--- src/rtl/com_port_controller_pkg.sv ---
// Shared definitions for the host communication port controller.
//   COM_WIDTH          : width of a host word and of a data memory word.
//   DEFAULT_ADDR_WIDTH : default data memory address width.
//   com_state_t        : controller state encoding, also exported for debug.
package com_port_controller_pkg;

  localparam int COM_WIDTH          = 16;
  localparam int DEFAULT_ADDR_WIDTH = 12;

  typedef enum logic [2:0] {
    ST_IDLE   = 3'd0,
    ST_LOAD   = 3'd1,
    ST_KICK   = 3'd2,
    ST_WAIT   = 3'd3,
    ST_PRIME  = 3'd4,
    ST_STREAM = 3'd5
  } com_state_t;

endpackage

--- src/rtl/com_stream_counter.sv ---
// Read pointer and word counter for the result stream.
// Ports:
//   clk, rst : clock, asynchronous active-high reset
//   load     : prime the pointer to OUT_BASE+1 and clear the count
//              (OUT_BASE itself is issued directly by the controller)
//   step     : one word streamed this cycle; advance pointer and count
//   addr     : next read address to issue
//   last     : count has reached OUT_LEN-1 (current word is the final one)
module com_stream_counter
  import com_port_controller_pkg::*;
#(
  parameter int ADDR_WIDTH = DEFAULT_ADDR_WIDTH,
  parameter int OUT_BASE   = 0,
  parameter int OUT_LEN    = 16
) (
  input  logic                  clk,
  input  logic                  rst,
  input  logic                  load,
  input  logic                  step,
  output logic [ADDR_WIDTH-1:0] addr,
  output logic                  last
);

  localparam int CW = (OUT_LEN > 1) ? $clog2(OUT_LEN) : 1;
  localparam logic [ADDR_WIDTH-1:0] OUT_BASE_A = ADDR_WIDTH'(OUT_BASE);

  logic [CW-1:0] count;

  // Pointer wraps modulo 2^ADDR_WIDTH naturally; no flag on the read side.
  always_ff @(posedge clk or posedge rst) begin
    if (rst) begin
      addr  <= '0;
      count <= '0;
    end else if (load) begin
      addr  <= OUT_BASE_A + 1'b1;
      count <= '0;
    end else if (step) begin
      addr  <= addr + 1'b1;
      count <= count + 1'b1;
    end
  end

  assign last = (count == CW'(OUT_LEN - 1));

endmodule

--- src/rtl/com_port_controller.sv ---
// Device-side end of the 16-bit host link. Loads a host word stream into
// data memory, pulses the cores, waits for completion, then streams a
// fixed window of OUT_LEN result words back to the host.
// Ports:
//   clk, rst           : clock, asynchronous active-high reset
//   com_data_in        : host word
//   data_write_start   : host load phase active, one word per cycle
//   data_write_done    : host load finished (level)
//   com_data_out       : result word to host (0 when not streaming)
//   output_write_start : stream active, com_data_out valid each cycle
//   output_write_done  : high together with the final stream word
//   mem_addr/wdata/we  : data memory write/read port
//   mem_rdata          : memory read data, one cycle after mem_addr
//   proc_start         : one-cycle start pulse to the cores
//   proc_done          : cores finished (level), only looked at in WAIT
//   load_overflow      : sticky, load pointer wrapped past all-ones
//   fsm_state          : current controller state (debug)
//
// Handshake: there is no backpressure in either direction. A word is
// accepted on every rising edge where data_write_start is high in IDLE or
// LOAD; the stream presents one word per cycle while output_write_start is
// high and the host must take it that cycle.
module com_port_controller
  import com_port_controller_pkg::*;
#(
  parameter int ADDR_WIDTH = DEFAULT_ADDR_WIDTH,
  parameter int LOAD_BASE  = 0,
  parameter int OUT_BASE   = 0,
  parameter int OUT_LEN    = 16
) (
  input  logic                  clk,
  input  logic                  rst,
  input  logic [COM_WIDTH-1:0]  com_data_in,
  input  logic                  data_write_start,
  input  logic                  data_write_done,
  output logic [COM_WIDTH-1:0]  com_data_out,
  output logic                  output_write_start,
  output logic                  output_write_done,
  output logic [ADDR_WIDTH-1:0] mem_addr,
  output logic [COM_WIDTH-1:0]  mem_wdata,
  output logic                  mem_we,
  input  logic [COM_WIDTH-1:0]  mem_rdata,
  output logic                  proc_start,
  input  logic                  proc_done,
  output logic                  load_overflow,
  output com_state_t            fsm_state
);

  localparam logic [ADDR_WIDTH-1:0] LOAD_BASE_A = ADDR_WIDTH'(LOAD_BASE);
  localparam logic [ADDR_WIDTH-1:0] OUT_BASE_A  = ADDR_WIDTH'(OUT_BASE);

  com_state_t            state;
  logic [ADDR_WIDTH-1:0] load_ptr;
  logic [ADDR_WIDTH-1:0] rd_addr;
  logic                  rd_last;
  logic                  write_cycle;

  assign fsm_state = state;

  // Writes are combinational from the host inputs so a word is stored on
  // the same edge it is presented. rst is folded in so the port reads as
  // idle while reset is held, even if the host is driving a load.
  assign write_cycle = !rst && data_write_start &&
                       (state == ST_IDLE || state == ST_LOAD);

  com_stream_counter #(
    .ADDR_WIDTH (ADDR_WIDTH),
    .OUT_BASE   (OUT_BASE),
    .OUT_LEN    (OUT_LEN)
  ) u_stream_counter (
    .clk  (clk),
    .rst  (rst),
    .load (state == ST_PRIME),
    .step (state == ST_STREAM),
    .addr (rd_addr),
    .last (rd_last)
  );

  // load_ptr is returned to LOAD_BASE in KICK, so it already sits at the
  // base whenever the FSM is back in IDLE.
  always_ff @(posedge clk or posedge rst) begin
    if (rst) begin
      state         <= ST_IDLE;
      load_ptr      <= LOAD_BASE_A;
      load_overflow <= 1'b0;
    end else begin
      if (write_cycle) begin
        load_ptr <= load_ptr + 1'b1;
        if (&load_ptr) load_overflow <= 1'b1;
      end
      case (state)
        ST_IDLE:   if (data_write_start) state <= ST_LOAD;
        ST_LOAD:   if (!data_write_start && data_write_done) state <= ST_KICK;
        ST_KICK: begin
          load_ptr <= LOAD_BASE_A;
          state    <= ST_WAIT;
        end
        ST_WAIT:   if (proc_done) state <= ST_PRIME;
        ST_PRIME:  state <= ST_STREAM;
        ST_STREAM: if (rd_last) state <= ST_IDLE;
        default:   state <= ST_IDLE;
      endcase
    end
  end

  always_comb begin
    mem_addr = '0;
    if (write_cycle)               mem_addr = load_ptr;
    else if (state == ST_PRIME)    mem_addr = OUT_BASE_A;
    else if (state == ST_STREAM)   mem_addr = rd_addr;
  end

  assign mem_we             = write_cycle;
  assign mem_wdata          = write_cycle ? com_data_in : '0;
  assign proc_start         = (state == ST_KICK);
  assign output_write_start = (state == ST_STREAM);
  assign output_write_done  = (state == ST_STREAM) && rd_last;
  assign com_data_out       = (state == ST_STREAM) ? mem_rdata : '0;

endmodule

--- config.mk ---
export PLATFORM = sky130hd
export DESIGN_NAME = com_port_controller
export DESIGN_NICKNAME = d
export VERILOG_FILES = /design/src/rtl/com_port_controller_pkg.sv /design/src/rtl/com_stream_counter.sv /design/src/rtl/com_port_controller.sv
export SDC_FILE = /design/constraint.sdc
export NUM_CORES = 1
export LEC_CHECK = 0
export ABC_AREA = 1
export CAP_MARGIN = 20
export CORE_MARGIN = 1
export CORE_UTILIZATION = 35
export DETAILED_ROUTE_END_ITERATION = 8
export MAX_ROUTING_LAYER = met4
export PLACE_DENSITY = 0.67
export SKIP_CTS_REPAIR_TIMING = 1
export SLEW_MARGIN = 5
export SYNTH_ARGS = -nofsm -noshare
export SYNTH_HDL_FRONTEND = slang
export SYNTH_SLANG_ARGS = --single-unit
export TNS_END_PERCENT = 20
--- constraint.sdc ---
create_clock -name clk -period 4.72 [get_ports clk]
set_input_delay 0.944 -clock clk [delete_from_list [all_inputs] [get_ports clk]]
set_output_delay 0.944 -clock clk [all_outputs]
set_load 0.05 [all_outputs]
==> insert_results.sql <==
INSERT INTO impl_metrics (metric_group, metric, value, unit) VALUES
('setup_path', 'critical_path_class', 'in -> out', ''),
('placement', 'globalplace.congestion', '0.833', ''),
('logic_synthesis', 'synth_largest_area_cell', 'sky130_fd_sc_hd__dfrtp_1', ''),
('routing', 'drtIter0Drc', '167', ''),
('finish', 'finalNetCount', '456', ''),
('global_route', 'grt_usage', '19.3', '%'),
('global_route', 'via_count_of_the_first_global_routing_pass', '2113', ''),
('logic_synthesis', 'area_of_the_mapped_netlist', '2160', 'µm²'),
('placement', 'dp.cells', '484', ''),
('setup_path', 'setup_slack_on_the_worst_flop_to_flop_path', '2.93', 'ns'),
('die', 'rows', '28', ''),
('placement', 'io_buffers', '88', ''),
('min_path', 'timing.hold.worst.class', 'reg -> reg', ''),
('clock_network', 'clock_pin_slew_of_the_registers_on_the_worst_case_setup_and_hold_paths', '0.06', 'ns'),
('setup_path', 'endpoint_class_of_the_critical_path', 'primary output', ''),
('routing', 'wl_per_cell', '11.8', 'µm'),
('clock_network', 'cts-buffers-inserted', '5', ''),
('setup_path', 'cp_max_fo', '28', ''),
('power_and_ir_drop', 'max-vdd-ir-drop', '0.155', 'mV'),
('logic_synthesis', 'syn_nets', '368', ''),
('timing', 'setup_viol_count_final', '0', ''),
('timing', 'max_freq', '257', 'MHz'),
('timing', 'finalSetupTns', '0', 'ns'),
('clock_network', 'clock-sinks', '32', ''),
('die', 'coreArea', '5960', 'µm²'),
('min_path', 'min_to', 'load_ptr[10]', ''),
('timing', 'worst_pin_slew', '0.509', 'ns'),
('timing', 'timing.final.crit_period', '3.89', 'ns'),
('logic_synthesis', 'synth-seq-cells', '32', ''),
('routing', 'drc', '0', ''),
('clock_network', 'cts_h_tree_depth', '2', ''),
('die', 'top_level_ports', '89', ''),
('global_route', 'gr-total-overflow', '0', ''),
('routing', 'post_drt_via_cell_ratio', '4.69', ''),
('finish', 'final_non_filler_cells', '491', ''),
('setup_path', 'worst_case_reg_to_reg_path_depth', '5', ''),
('logic_synthesis', 'seq_area_frac_synth', '37.0', '%'),
('logic_synthesis', 'area_contributors_post_synth', 'sky130_fd_sc_hd__dfrtp_1 37%, sky130_fd_sc_hd__inv_1 12%, sky130_fd_sc_hd__nor2_1 11%, sky130_fd_sc_hd__nand2_1 10%, sky130_fd_sc_hd__nand3_1 4.6%', ''),
('logic_synthesis', 'yosysWarningCount', '0', ''),
('routing', 'final_antenna_net_count', '0', ''),
('die', 'die-width', '80.6', 'µm'),
('clock_network', 'insertion_delay', '0.28', 'ns'),
('routing', 'routed_wirelength', '5.80', 'mm'),
('setup_path', 'origin_of_the_critical_flop_to_flop_path', 'fsm_state[0]', ''),
('logic_synthesis', 'avgSynthCellArea', '6.60', 'µm²'),
('finish', 'syn2layout_area_growth', '47.9', '%'),
('timing', 'finClkSkew', '0.00354', 'ns'),
('global_route', 'maximum_number_of_pins_on_one_net_before_global_route_repair', '38', ''),
('timing', 'max-slew-margin-rel', '66.0', '%'),
('die', 'die-area', '6500', 'µm²'),
('finish', 'insertedDiodeCount', '0', ''),
('finish', 'drive_gt1_share', '6.49', '%'),
('clock_network', 'root_buffer', 'sky130_fd_sc_hd__clkbuf_8', ''),
('logic_synthesis', 'post_synth_num_cell_types', '31', ''),
('timing', 'finalHoldViolations', '0', ''),
('finish', 'multi_input_gate_area', '1050', 'µm²'),
('clock_network', 'cts_tree', 'done', ''),
('setup_path', 'worstReg2RegEnd', 'u_stream_counter.addr[5]', ''),
('power_and_ir_drop', 'p_total', '0.00113', 'W'),
('die', 'die-height', '80.6', 'µm'),
('min_path', 'min_delay_path_depth', '2', ''),
('power_and_ir_drop', 'power_density', '352', 'nW/µm²'),
('timing', 'rsz0062_at_grt', 'no', ''),
('min_path', 'source_of_the_worst_hold_timing_path', 'load_ptr[10]', ''),
('setup_path', 'timing.critical_path.arrival', '2.95', 'ns'),
('power_and_ir_drop', 'power.leakage', '1.52', 'nW'),
('setup_path', 'cp_data_required_time', '3.78', 'ns'),
('finish', 'fill_cells', '594', ''),
('global_route', 'grt_first_pass_wirelength', '9.36', 'mm'),
('die', 'starting_density', '36.3', '%'),
('logic_synthesis', 'synthCells', '328', ''),
('flow_run', 'max_cap_violations', '0', ''),
('run_status', 'status', 'complete, no violations', ''),
('routing', 'drt_pre_antenna_iters', '4', ''),
('timing', 'slew_limit_fails', '0', ''),
('placement', 'dp.final_hpwl', '4.47', 'mm'),
('clock_network', 'max-clock-path-buffers', '2', ''),
('routing', 'routed-via-count', '2304', ''),
('timing', 'min_period_over_period', '82.5', '%'),
('logic_synthesis', 'synth_top_cell_area_share', '37.0', '%'),
('finish', 'area.sequential', '801', 'µm²'),
('global_route', 'initial_antenna_violation_count', '0', ''),
('setup_path', 'worst_setup_path_start_kind', 'input pin', '');
## how the worst max path moves through the flow
stage / from / to / slack [ns] / cells past startpoint
3_5_place_dp: data_write_start / mem_addr[9] / 0.85 / 6
5_1_grt: data_write_start / mem_addr[9] / 0.70 / 6
3_3_place_gp: data_write_start / mem_addr[9] / 0.84 / 6
4_1_cts: data_write_start / mem_addr[9] / 0.83 / 6
2_1_floorplan: rst / mem_addr[3] / 0.91 / 5
6_report: data_write_start / mem_addr[9] / 0.83 / 6
## layout make-up
class | count | share of cell area [%]
Clock buffer | 6 | 2.27
Clock inverter | 1 | 0.156
Inverter | 73 | 8.56
Multi-Input combinational cell | 215 | 32.7
Sequential cell | 32 | 25.0
Tap cell | 75 | 2.93
Timing Repair Buffer | 89 | 28.3
## cell usage in the layout (no fill, tap or decap), types with 2 or more instances in the layout
cell type,n
sky130_fd_sc_hd__nand2_1,59
sky130_fd_sc_hd__inv_2,6
sky130_fd_sc_hd__o21ai_0,11
sky130_fd_sc_hd__o21ai_1,8
sky130_fd_sc_hd__clkdlybuf4s50_1,85
sky130_fd_sc_hd__nand3_2,2
sky130_fd_sc_hd__ha_1,3
sky130_fd_sc_hd__nand2_2,3
sky130_fd_sc_hd__clkbuf_8,5
sky130_fd_sc_hd__nor3_1,8
sky130_fd_sc_hd__o22ai_1,10
sky130_fd_sc_hd__buf_4,2
sky130_fd_sc_hd__nand4_1,4
sky130_fd_sc_hd__nor2_2,2
sky130_fd_sc_hd__o21bai_1,3
sky130_fd_sc_hd__buf_12,2
sky130_fd_sc_hd__nor2_1,62
sky130_fd_sc_hd__inv_1,67
sky130_fd_sc_hd__nand3_1,20
sky130_fd_sc_hd__dfrtp_1,32
sky130_fd_sc_hd__a21oi_1,9
## routing by layer
metal | GRT usage (%) | vias up | wire length, µm
li1 | - | 1195 | -
met1 | 22.2 | 1032 | 2590
met2 | 33.5 | 68 | 2770
met3 | 3.86 | 9 | 354
met4 | 6.43 | 0 | 78
met5 | - | - | 0
## cells by family after synthesis
group           synth area share [%]
xor+xnor                       0.405
compound gates                  11.9
simple gates                    34.4
flops                           37.0
buf+inv                         14.6
fa+ha+maj                       1.74
## worst max-delay path, cell delays in order
cell and delay [ns]:
sky130_fd_sc_hd__clkdlybuf4s50_1 0.47, sky130_fd_sc_hd__inv_1 0.07, sky130_fd_sc_hd__nor2_1 0.16, sky130_fd_sc_hd__nand2_4 0.23
sky130_fd_sc_hd__o21ai_0 0.24, sky130_fd_sc_hd__clkdlybuf4s50_1 0.83
## flip-flops by register name, indices dropped and copies added, names as in the netlist
name                    flops
load_ptr                   12
u_stream_counter.addr      12
u_stream_counter.count      4
fsm_state                   3
load_overflow               1
## cell usage after synthesis
| master | n |
|---|---|
| sky130_fd_sc_hd__and3_1 | 1 |
| sky130_fd_sc_hd__nand2_4 | 1 |
| sky130_fd_sc_hd__nand2_1 | 59 |
| sky130_fd_sc_hd__nor3_1 | 8 |
| sky130_fd_sc_hd__buf_1 | 1 |
| sky130_fd_sc_hd__nor2_4 | 1 |
| sky130_fd_sc_hd__and2_1 | 1 |
| sky130_fd_sc_hd__nand2_2 | 3 |
| sky130_fd_sc_hd__buf_2 | 6 |
| sky130_fd_sc_hd__o221ai_1 | 1 |
| sky130_fd_sc_hd__nor2_2 | 2 |
| sky130_fd_sc_hd__buf_4 | 1 |
| sky130_fd_sc_hd__o22ai_1 | 10 |
| sky130_fd_sc_hd__a21oi_1 | 9 |
| sky130_fd_sc_hd__inv_1 | 67 |
| sky130_fd_sc_hd__o21ai_0 | 11 |
| sky130_fd_sc_hd__o21bai_1 | 3 |
| sky130_fd_sc_hd__o21ai_1 | 8 |
| sky130_fd_sc_hd__o21a_1 | 1 |
| sky130_fd_sc_hd__nand4_1 | 4 |
| sky130_fd_sc_hd__ha_1 | 3 |
| sky130_fd_sc_hd__inv_2 | 6 |
| sky130_fd_sc_hd__o211ai_1 | 1 |
| sky130_fd_sc_hd__nand3_2 | 2 |
| sky130_fd_sc_hd__xor2_1 | 1 |
| sky130_fd_sc_hd__nand3_1 | 20 |
| sky130_fd_sc_hd__dfrtp_1 | 32 |
| sky130_fd_sc_hd__nor2_1 | 62 |
| sky130_fd_sc_hd__a22o_1 | 1 |
| sky130_fd_sc_hd__nand3_4 | 1 |
| sky130_fd_sc_hd__nor2_8 | 1 |
## power breakdown
| group | internal (W) | switching [W] |
|---|---|---|
| clock network | 0.000100 | 0.0000978 |
| logic | 0.000178 | 0.000363 |
| registers | 0.000323 | 0.0000632 |
## per-stage QoR
step | setup slack, ns | area (µm²) | utilization (%) | hold WS (ns)
floorplan | 0.906 | 2160 | - | 0.471
global placement | 0.843 | 3120 | 52.4 | 0.486
detailed placement | 0.846 | 3120 | 52.4 | 0.480
CTS | 0.828 | 3200 | 53.7 | 0.510
global route | 0.703 | 3200 | 53.7 | 0.530
finish | 0.827 | 3200 | 53.7 | 0.509
(Power assumes the default switching activity.)
